### src/rtl/mem_lsu_pkg.sv
// Shared widths, memory-op encodings, FSM states and bus request bundle for the MEM-stage LSU.
package mem_lsu_pkg;

    localparam int DATA_WIDTH  = 32;
    localparam int ADDR_WIDTH  = 32;
    localparam int RADDR_WIDTH = 5;

    localparam logic [RADDR_WIDTH-1:0] ZERO_REG = '0;

    localparam logic [3:0] MEM_NOP = 4'd0;
    localparam logic [3:0] MEM_LB  = 4'd1;
    localparam logic [3:0] MEM_LH  = 4'd2;
    localparam logic [3:0] MEM_LW  = 4'd3;
    localparam logic [3:0] MEM_LBU = 4'd4;
    localparam logic [3:0] MEM_LHU = 4'd5;
    localparam logic [3:0] MEM_SB  = 4'd6;
    localparam logic [3:0] MEM_SH  = 4'd7;
    localparam logic [3:0] MEM_SW  = 4'd8;

    typedef enum logic [1:0] {
        ST_IDLE = 2'd0,
        ST_REQ  = 2'd1,
        ST_WAIT = 2'd2,
        ST_DONE = 2'd3
    } lsu_state_e;

    typedef struct packed {
        logic                  we;
        logic [ADDR_WIDTH-1:0] addr;
        logic [3:0]            be;
        logic [DATA_WIDTH-1:0] wdata;
    } dbus_req_t;

    function automatic logic is_load(input logic [3:0] op);
        return op inside {MEM_LB, MEM_LH, MEM_LW, MEM_LBU, MEM_LHU};
    endfunction

    function automatic logic is_store(input logic [3:0] op);
        return op inside {MEM_SB, MEM_SH, MEM_SW};
    endfunction

endpackage

### src/rtl/mem_lsu_align.sv
// Byte-lane steering: store be/wdata, misalignment detect, load lane extract with sign/zero extension.
// Latency: purely combinational.
// Backpressure: none; stateless.
module mem_lsu_align
    import mem_lsu_pkg::*;
(
    input  logic [3:0]            op_i,
    input  logic [ADDR_WIDTH-1:0] addr_i,
    input  logic [DATA_WIDTH-1:0] sdata_i,
    input  logic [3:0]            ld_op_i,
    input  logic [1:0]            ld_off_i,
    input  logic [DATA_WIDTH-1:0] rdata_i,
    output dbus_req_t             bus_o,
    output logic                  misalign_o,
    output logic [DATA_WIDTH-1:0] ldata_o
);
    logic [1:0]            off;
    logic [DATA_WIDTH-1:0] lane;

    always_comb begin
        off        = addr_i[1:0];
        bus_o      = '0;
        bus_o.we   = is_store(op_i);
        bus_o.addr = {addr_i[ADDR_WIDTH-1:2], 2'b00};
        misalign_o = 1'b0;
        case (op_i)
            MEM_LB, MEM_LBU, MEM_SB: bus_o.be = 4'b0001 << off;
            MEM_LH, MEM_LHU, MEM_SH: begin
                bus_o.be   = off[1] ? 4'b1100 : 4'b0011;
                misalign_o = off[0];
            end
            MEM_LW, MEM_SW: begin
                bus_o.be   = 4'b1111;
                misalign_o = |off;
            end
            default: ;
        endcase
        case (op_i)
            MEM_SB:  bus_o.wdata = {4{sdata_i[7:0]}};
            MEM_SH:  bus_o.wdata = {2{sdata_i[15:0]}};
            MEM_SW:  bus_o.wdata = sdata_i;
            default: ;
        endcase
    end

    // Loads use the offset captured at issue, since the response arrives later.
    always_comb begin
        lane = rdata_i >> {ld_off_i, 3'b000};
        case (ld_op_i)
            MEM_LB:  ldata_o = {{24{lane[7]}}, lane[7:0]};
            MEM_LBU: ldata_o = {24'd0, lane[7:0]};
            MEM_LH:  ldata_o = {{16{lane[15]}}, lane[15:0]};
            MEM_LHU: ldata_o = {16'd0, lane[15:0]};
            MEM_LW:  ldata_o = lane;
            default: ldata_o = '0;
        endcase
    end

endmodule

### src/rtl/mem_lsu.sv
// MEM stage: ALU pass-through plus load/store over a req/gnt/rvalid bus, stalling the pipe meanwhile.
// Latency: NOP/misaligned 0 cycles; memory op >= 3 cycles (issue, wait, done) with 2+ stall cycles.
// Backpressure: req held until gnt, stallreq_o high from issue until the DONE cycle.
module mem_lsu
    import mem_lsu_pkg::*;
(
    input  logic                   clk_i,
    input  logic                   rst_n_i,
    input  logic [RADDR_WIDTH-1:0] reg_waddr_i,
    input  logic                   reg_we_i,
    input  logic [DATA_WIDTH-1:0]  reg_wdata_i,
    input  logic                   mem_we_i,
    input  logic [ADDR_WIDTH-1:0]  mem_addr_i,
    input  logic [DATA_WIDTH-1:0]  mem_data_i,
    input  logic [3:0]             mem_op_i,
    output logic                   dbus_req_o,
    output logic                   dbus_we_o,
    output logic [ADDR_WIDTH-1:0]  dbus_addr_o,
    output logic [3:0]             dbus_be_o,
    output logic [DATA_WIDTH-1:0]  dbus_wdata_o,
    input  logic                   dbus_gnt_i,
    input  logic                   dbus_rvalid_i,
    input  logic [DATA_WIDTH-1:0]  dbus_rdata_i,
    output logic [RADDR_WIDTH-1:0] reg_waddr_o,
    output logic                   reg_we_o,
    output logic [DATA_WIDTH-1:0]  reg_wdata_o,
    output logic                   misalign_o,
    output logic                   stallreq_o
);
    lsu_state_e             state_q, state_d;
    logic [3:0]             op_q, op_d;
    logic [1:0]             off_q, off_d;
    logic [RADDR_WIDTH-1:0] waddr_q, waddr_d;
    logic                   we_q, we_d;
    dbus_req_t              bus_q, bus_d;
    logic [DATA_WIDTH-1:0]  ldata_q, ldata_d;

    dbus_req_t              issue_bus, out_bus;
    logic                   issue_misalign, req, stall, misalign, out_we;
    logic [DATA_WIDTH-1:0]  ext_ldata, out_wdata;
    logic [RADDR_WIDTH-1:0] out_waddr;

    // The op code alone decides load vs store; the separate store flag is redundant.
    logic unused_mem_we;
    assign unused_mem_we = mem_we_i;

    mem_lsu_align u_align (
        .op_i       (mem_op_i),
        .addr_i     (mem_addr_i),
        .sdata_i    (mem_data_i),
        .ld_op_i    (op_q),
        .ld_off_i   (off_q),
        .rdata_i    (dbus_rdata_i),
        .bus_o      (issue_bus),
        .misalign_o (issue_misalign),
        .ldata_o    (ext_ldata)
    );

    always_comb begin
        state_d   = state_q;
        op_d      = op_q;
        off_d     = off_q;
        waddr_d   = waddr_q;
        we_d      = we_q;
        bus_d     = bus_q;
        ldata_d   = ldata_q;
        req       = 1'b0;
        stall     = 1'b0;
        misalign  = 1'b0;
        out_bus   = '0;
        out_waddr = reg_waddr_i;
        out_we    = reg_we_i;
        out_wdata = reg_wdata_i;
        case (state_q)
            ST_IDLE: begin
                if (mem_op_i inside {[MEM_LB:MEM_SW]}) begin
                    out_we = 1'b0;
                    if (issue_misalign) begin
                        misalign = 1'b1;
                    end else begin
                        req     = 1'b1;
                        stall   = 1'b1;
                        out_bus = issue_bus;
                        op_d    = mem_op_i;
                        off_d   = mem_addr_i[1:0];
                        waddr_d = reg_waddr_i;
                        we_d    = reg_we_i;
                        bus_d   = issue_bus;
                        state_d = dbus_gnt_i ? ST_WAIT : ST_REQ;
                    end
                end
            end
            ST_REQ: begin
                req       = 1'b1;
                stall     = 1'b1;
                out_bus   = bus_q;
                out_waddr = waddr_q;
                out_we    = 1'b0;
                if (dbus_gnt_i) state_d = ST_WAIT;
            end
            ST_WAIT: begin
                stall     = 1'b1;
                out_waddr = waddr_q;
                out_we    = 1'b0;
                if (dbus_rvalid_i) begin
                    state_d = ST_DONE;
                    if (is_load(op_q)) ldata_d = ext_ldata;
                end
            end
            default: begin
                out_waddr = waddr_q;
                out_we    = is_load(op_q) & we_q;
                out_wdata = is_load(op_q) ? ldata_q : '0;
                state_d   = ST_IDLE;
            end
        endcase
    end

    always_ff @(posedge clk_i or negedge rst_n_i) begin
        if (!rst_n_i) begin
            state_q <= ST_IDLE;
            op_q    <= MEM_NOP;
            off_q   <= '0;
            waddr_q <= ZERO_REG;
            we_q    <= 1'b0;
            bus_q   <= '0;
            ldata_q <= '0;
        end else begin
            state_q <= state_d;
            op_q    <= op_d;
            off_q   <= off_d;
            waddr_q <= waddr_d;
            we_q    <= we_d;
            bus_q   <= bus_d;
            ldata_q <= ldata_d;
        end
    end

    // While reset is held the FSM sits in IDLE, which would otherwise echo live inputs.
    always_comb begin
        dbus_req_o   = rst_n_i & req;
        dbus_we_o    = rst_n_i & out_bus.we;
        dbus_addr_o  = rst_n_i ? out_bus.addr : '0;
        dbus_be_o    = rst_n_i ? out_bus.be : '0;
        dbus_wdata_o = rst_n_i ? out_bus.wdata : '0;
        reg_waddr_o  = rst_n_i ? out_waddr : ZERO_REG;
        reg_we_o     = rst_n_i & out_we;
        reg_wdata_o  = rst_n_i ? out_wdata : '0;
        misalign_o   = rst_n_i & misalign;
        stallreq_o   = rst_n_i & stall;
    end

endmodule
### config.mk
export PLATFORM = sky130hd
export DESIGN_NAME = mem_lsu
export DESIGN_NICKNAME = d
export VERILOG_FILES = /design/src/rtl/mem_lsu_pkg.sv /design/src/rtl/mem_lsu_align.sv /design/src/rtl/mem_lsu.sv
export SDC_FILE = /design/constraint.sdc
export NUM_CORES = 1
export LEC_CHECK = 0
export CORE_MARGIN = 10
export CORE_UTILIZATION = 41
export CTS_CLUSTER_DIAMETER = 80
export CTS_CLUSTER_SIZE = 12
export DETAILED_ROUTE_END_ITERATION = 10
export PLACE_DENSITY = 0.9
export REMOVE_ABC_BUFFERS = 1
export SLEW_MARGIN = 20
export SYNTH_ARGS = -nofsm -noshare
export SYNTH_HDL_FRONTEND = slang
export SYNTH_SLANG_ARGS = --single-unit
### constraint.sdc
create_clock -name clk_i -period 4.25 [get_ports clk_i]
set_input_delay 1.275 -clock clk_i [delete_from_list [all_inputs] [get_ports clk_i]]
set_output_delay 1.275 -clock clk_i [all_outputs]
set_load 0.005 [all_outputs]
Yosys cells after proc, flatten, opt, wreduce, memory -nomap -nowiden --
Cells that the tools add are included. Widths: inputs -> output; s select.
Word-level totals: flip-flop bits (word level) 113, input port bits 143, output and inout port bits 110, logic and storage cells 84
Cells by class: order comparisons 2, equal/unequal tests 19, shifts and indexed selects 2, multiplexer cells 31, bitwise logic cells 7, reduce and logical (&&, ||, !) cells 13
Operators by type and width (number):
- $mux 32 | 5
- $pmux 32 s5 | 1
- $mux 69 | 2
- $pmux 69 s2 | 1
- $pmux 32 s3 | 1
- $shr 32x5->32 | 1
- $eq 4x3->1 const B | 6
- $eq 4x2->1 const B | 4
- $pmux 4 s3 | 1
- $mux 2 | 5
- $mux 5 | 2
- $reduce_or 3->1 | 3
- $eq 4x1->1 const B | 2
- $mux 4 | 2
- $ne 2x2->1 const B | 4
- $pmux 1 s2 | 4
- $and 1x1->1 | 6
- $mux 1 | 6
- $pmux 2 s3 | 1
- $reduce_and 3->1 | 2
- $reduce_or 2->1 | 3
- $reduce_bool 5->1 | 1
- $eq 4x4->1 const B | 1
- $ge 4x1->1 const B | 1
- 9 further kinds | 9

Depth between registers and ports, before layout --
depth in word-level cells 7, gate-level depth with buffers 8, mapped depth without buffers 6

By module --
A second synthesis with hierarchy kept.
Second synthesis, totals: cell total of the unflattened synthesis 860, area, all modules 7369.6 µm²
Modules (own cells, without submodules):
- mem_lsu | instances 1, cells each 631, area an instance 5686.7 µm², seq. area each 2877.8 µm²
- mem_lsu_align | instances 1, cells each 229, area an instance 1682.9 µm², seq. area each 0.0 µm²

Worst setup path before layout --
No wires, ideal clock.
path kind input -> output, start point input port mem_op_i[1], end point output port dbus_addr_o[20], arrival 3049 ps, data required time 2975 ps, path slack -74 ps, stages 8, buffers on the path 4, cells stage by stage buf_6 or4b_4 o221a_1 buf_2 and3_1 buf_2 buf_2 a22o_1
Between the ends: cells in the longest elaborated chain, start to end 7, elaborated cells on any way between the ends 15, classes of those cells 2 x order compare; 5 x eq/ne; 5 x mux; 3 x reduce/logical
Ends and longest elaborated chain:
- start, declared | line mem_lsu.sv:15 | input logic [3:0] mem_op_i,
- $eq 4x2->1, or another cell as far along | line mem_lsu_align.sv:26 | case (op_i)
- $reduce_or 3->1 or $reduce_or 2->1 (tied branches) | line mem_lsu_align.sv:26
- $pmux 1 s2 | line mem_lsu_align.sv:26
- $mux 69 | line mem_lsu.sv:78 | if (issue_misalign) begin
- $mux 69 * | line mem_lsu.sv:76 | if (mem_op_i inside {[MEM_LB:MEM_SW]}) begin
- $pmux 69 s2 * | line mem_lsu.sv:74 | case (state_q)
- $mux 32 * | line mem_lsu.sv:143 | dbus_addr_o = rst_n_i ? out_bus.addr : '0;
- end, declared | line mem_lsu.sv:18 | output logic [ADDR_WIDTH-1:0] dbus_addr_o,
Every way passes the cells marked *; elsewhere a longest branch is shown, timed or not.

Worst setup path in the final report --
start point input port mem_op_i[2], end point output port dbus_wdata_o[19]
Between the ends: cells in the longest elaborated chain, start to end 7, elaborated cells on any way between the ends 17, classes of those cells 2 x order compare; 6 x eq/ne; 6 x mux; 3 x reduce/logical
Ends and longest elaborated chain:
- $eq 4x2->1, or another cell as far along | line mem_lsu_align.sv:26
- $reduce_or 3->1 or $reduce_or 2->1 (tied branches) | line mem_lsu_align.sv:26
- $pmux 1 s2 | line mem_lsu_align.sv:26
- $mux 69 | line mem_lsu.sv:78
- $mux 69 * | line mem_lsu.sv:76
- $pmux 69 s2 * | line mem_lsu.sv:74
- $mux 32 * | line mem_lsu.sv:145 | dbus_wdata_o = rst_n_i ? out_bus.wdata : '0;
- end, declared | line mem_lsu.sv:20 | output logic [DATA_WIDTH-1:0] dbus_wdata_o,
Marked as above.

==> flow_summary_export.csv <==
group,metric,value,unit
synthesis,synth.ff_latch_count,113,
sta,tightest_slew,1.007,ns
clock_tree,htreeDepth,4,
finish,filler_cell_count,1207,
floorplanning,row_count,46,
synthesis,post_synth_instance_area,6631,µm²
critical_path,worst-r2r-cell-count,4,
detailed_routing,drc,0,
power,p_total,5.890,mW
global_routing,gr_usage_total,0.2226,
synthesis,synth.cells.most_frequent,"113 x dfrtp_1, 89 x a22o_1, 52 x mux2_2",
job,timing.max_cap.violations,0,
synthesis,synth-main-ff-cell,"dfrtp_1",
sta,slew-limit-headroom,0.3285,
placement,dp_hpwl,17560,µm
placement,finalWeightedCongestion,0.8611,
critical_path,cp-end-kind,"output pin",
outcome,violations,"negative setup slack",
critical_path,setup.worst_path.start_class,"input port",
synthesis,syn-instance-count,639,
detailed_routing,antenna_violating_nets_remaining,0,
sta,top_achievable_clock_speed,234.8,MHz
floorplanning,core_region_area,15890,µm²
min_path,timing.hold.worst.class,"reg2reg",
global_routing,via_count_of_the_first_global_routing_pass,6871,
finish,drive_above_1_share,0.2904,
critical_path,required,2.97,ns
synthesis,number_of_enable_type_register_cells_in_the_synthesized_netlist,0,
clock_tree,tritoncts,"yes",
global_routing,grt.overflow.total,0,
clock_tree,cts_sinks,113,
sta,fin_skew,0.01312,ns
sta,fin_setup_tns,-0.03752,ns
critical_path,worst-path-max-fanout,5,
finish,synthesis_to_layout_area_growth,55.51,%
sta,finalHoldViolCount,0,
finish,final_cells,1158,
power,static-leakage-power,4.559,nW
clock_tree,clock-root-buffer,"clkbuf_16",
global_routing,grt_antenna_before_repair,2,
placement,port-buffer-count,249,
finish,nets,1075,
clock_tree,tritoncts.num_buffers,17,
synthesis,post-synth-top-count-cell,"dfrtp_1",
floorplanning,die-area,21660,µm²
sta,final-max-slew-violation-count,0,
detailed_routing,via_count,6617,
detailed_routing,drt-wirelength-per-cell,21.68,µm
floorplanning,fp.dieH,147.2,µm
synthesis,synthDistinctLibCells,53,
clock_tree,clk_pin_slew_worst_paths,0.05,ns
synthesis,netlist.area_leader.share,0.4264,
finish,utilization,0.6492,
placement,place_ws,-0.8088,ns
detailed_routing,route.detailed.vias_per_inst,5.714,
sta,rsz0062_at_grt,"yes",
floorplanning,die_x,147.2,µm
synthesis,synth.avg_cell_area,10.38,µm²
power,vdd.ir_drop.worst,0.0003671,V
floorplanning,start_util,0.4175,
min_path,hold_depth,1,
min_path,min_to,"bus_q[68]",
detailed_routing,drtIter0Drc,437,
power,total_power_divided_by_cell_area,571.2,nW/µm²
synthesis,ys_async_sr_fraction,1.000,
synthesis,netlist_top_cells_area,"dfrtp_1 43%, a22o_1 12%, mux2_2 8.8%, mux2i_1 5.9%, clkbuf_1 2.3%",
synthesis,synth.yosys.seq_area_share,0.4264,
synthesis,yosys_warnings,0,
sta,finalCritPeriodShare,1.002,
placement,dpl.cell_count,1105,
synthesis,cell_taking_the_most_area_after_synthesis,"dfrtp_1",
detailed_routing,drt-pass1-iter-count,5,
critical_path,regToRegStartpoint,"off_q[1]",
sta,final_worst_setup_slack,-0.008733,ns
global_routing,largest_net_degree_at_the_start_of_global_routing,45,
sta,period_minus_ws_final,4.259,ns
critical_path,timing_worst_setup_path_type,"in2out",
floorplanning,num_io_pins,253,
critical_path,worstReg2RegEnd,"ldata_q[22]",
outcome,run_status,"finished with violations",
critical_path,worstPathArrival,2.98,ns
detailed_routing,totalWireLength,25110,µm
min_path,hold_start,"bus_q[68]",
global_routing,grt_pass1_wl,38720,µm
clock_tree,cts_buffer_depth,2,
sta,final-setup-viol-count,8,
clock_tree,clkLatencyLatePin,0.42,ns
critical_path,setup.reg_to_reg.worst_slack,1.61,ns
## placed cells by master, fill, tap and decap left out, types with 5 or more instances in the layout
cell type / synthesis / final
clkdlybuf4s50_1: 0 / 171
dfrtp_1: 113 / 113
a22o_1: 89 / 89
buf_4: 2 / 59
buf_2: 10 / 53
mux2_2: 52 / 52
mux2i_1: 39 / 39
nor2_1: 39 / 39
nand2_1: 40 / 39
a21oi_1: 28 / 27
clkbuf_16: 0 / 18
o2bb2ai_1: 16 / 16
inv_1: 15 / 15
nor2b_1: 16 / 15
clkbuf_2: 0 / 15
o21ai_2: 0 / 13
buf_6: 3 / 12
a22oi_1: 9 / 9
mux2_4: 8 / 8
a31oi_1: 8 / 8
o22a_1: 8 / 8
a211oi_1: 7 / 7
a32o_1: 8 / 6
bufinv_16: 0 / 5
buf_12: 0 / 5
## power breakdown
| group | internal (mW) | leakage, nW | switching [mW] | total (mW) |
|---|---|---|---|---|
| combinational | 1.28 | 2.83 | 1.07 | 2.34 |
| clock | 1.08 | 0.319 | 0.505 | 1.59 |
| sequential | 1.58 | 1.41 | 0.376 | 1.96 |
## flip-flops by register name, indices dropped and copies added, names as in the netlist
| signal | flops |
|---|---|
| op_q | 4 |
| bus_q | 67 |
| off_q | 2 |
| waddr_q | 5 |
| ldata_q | 32 |
| we_q | 1 |
| state_q | 2 |
## per-stage QoR
step	area [µm²]	hold WS [ns]
after floorplan	6375	0.4501
after global placement	9649	0.4620
after detailed placement	9649	0.4676
after CTS	10370	0.4790
after global routing	10310	0.5126
final	10310	0.4793
## worst max path at each step
stage | slack [ns] | cells after the start | from | end
2_1_floorplan | -0.76 | 4 | mem_op_i[1] | dbus_req_o
3_3_place_gp | -0.80 | 7 | mem_op_i[1] | dbus_addr_o[28]
3_5_place_dp | -0.81 | 7 | mem_op_i[1] | dbus_addr_o[28]
4_1_cts | -0.05 | 8 | mem_op_i[1] | dbus_addr_o[26]
5_1_grt | -0.09 | 9 | mem_op_i[2] | dbus_wdata_o[21]
6_report | -0.009 | 9 | mem_op_i[2] | dbus_wdata_o[19]
## layer usage
metal | share of wire | routed length, µm | GRT usage
met5 | 0 | 0 | 0
met4 | 0.034 | 866 | 0.09762
met3 | 0.066 | 1651 | 0.06204
met2 | 0.52 | 12960 | 0.3814
met1 | 0.38 | 9627 | 0.2534
## area by class of cell
type	count	area, µm²	share of cell area
Multi-Input combinational cell	455	3618	0.3509
Timing Repair Buffer	326	2883	0.2795
Sequential cell	113	2828	0.2742
Clock buffer	21	470.5	0.04562
Tap cell	216	270.3	0.02621
Clock inverter	10	181.4	0.01759
Inverter	15	56.30	0.005460
Antenna cell	2	5.005	0.0004853
## cells by family after synthesis
family,synth area share
compound gates,0.2436
xor+xnor,0.003963
other cells,0.0005655
flops,0.4264
mux,0.1687
simple gates,0.09849
fa+ha+maj,0.01057
buf+inv,0.04774
## critical path, stage by stage
cell	delay, ns
buf_8	0.10
or4b_4	0.56
o221a_4	0.30
buf_6	0.13
nand4_1	0.16
buf_4	0.17
buf_6	0.10
o21ai_2	0.04
buf_2	0.15
## what timing repair did
item	in CTS	in global routing
resized for setup	312	31
setup buffers	17	2
pin swaps	18	7
endpoints found under the setup margin	71	60
gates cloned	4	1
hold buffers	0	0
No activity file was read; power rests on OpenSTA's default activity.
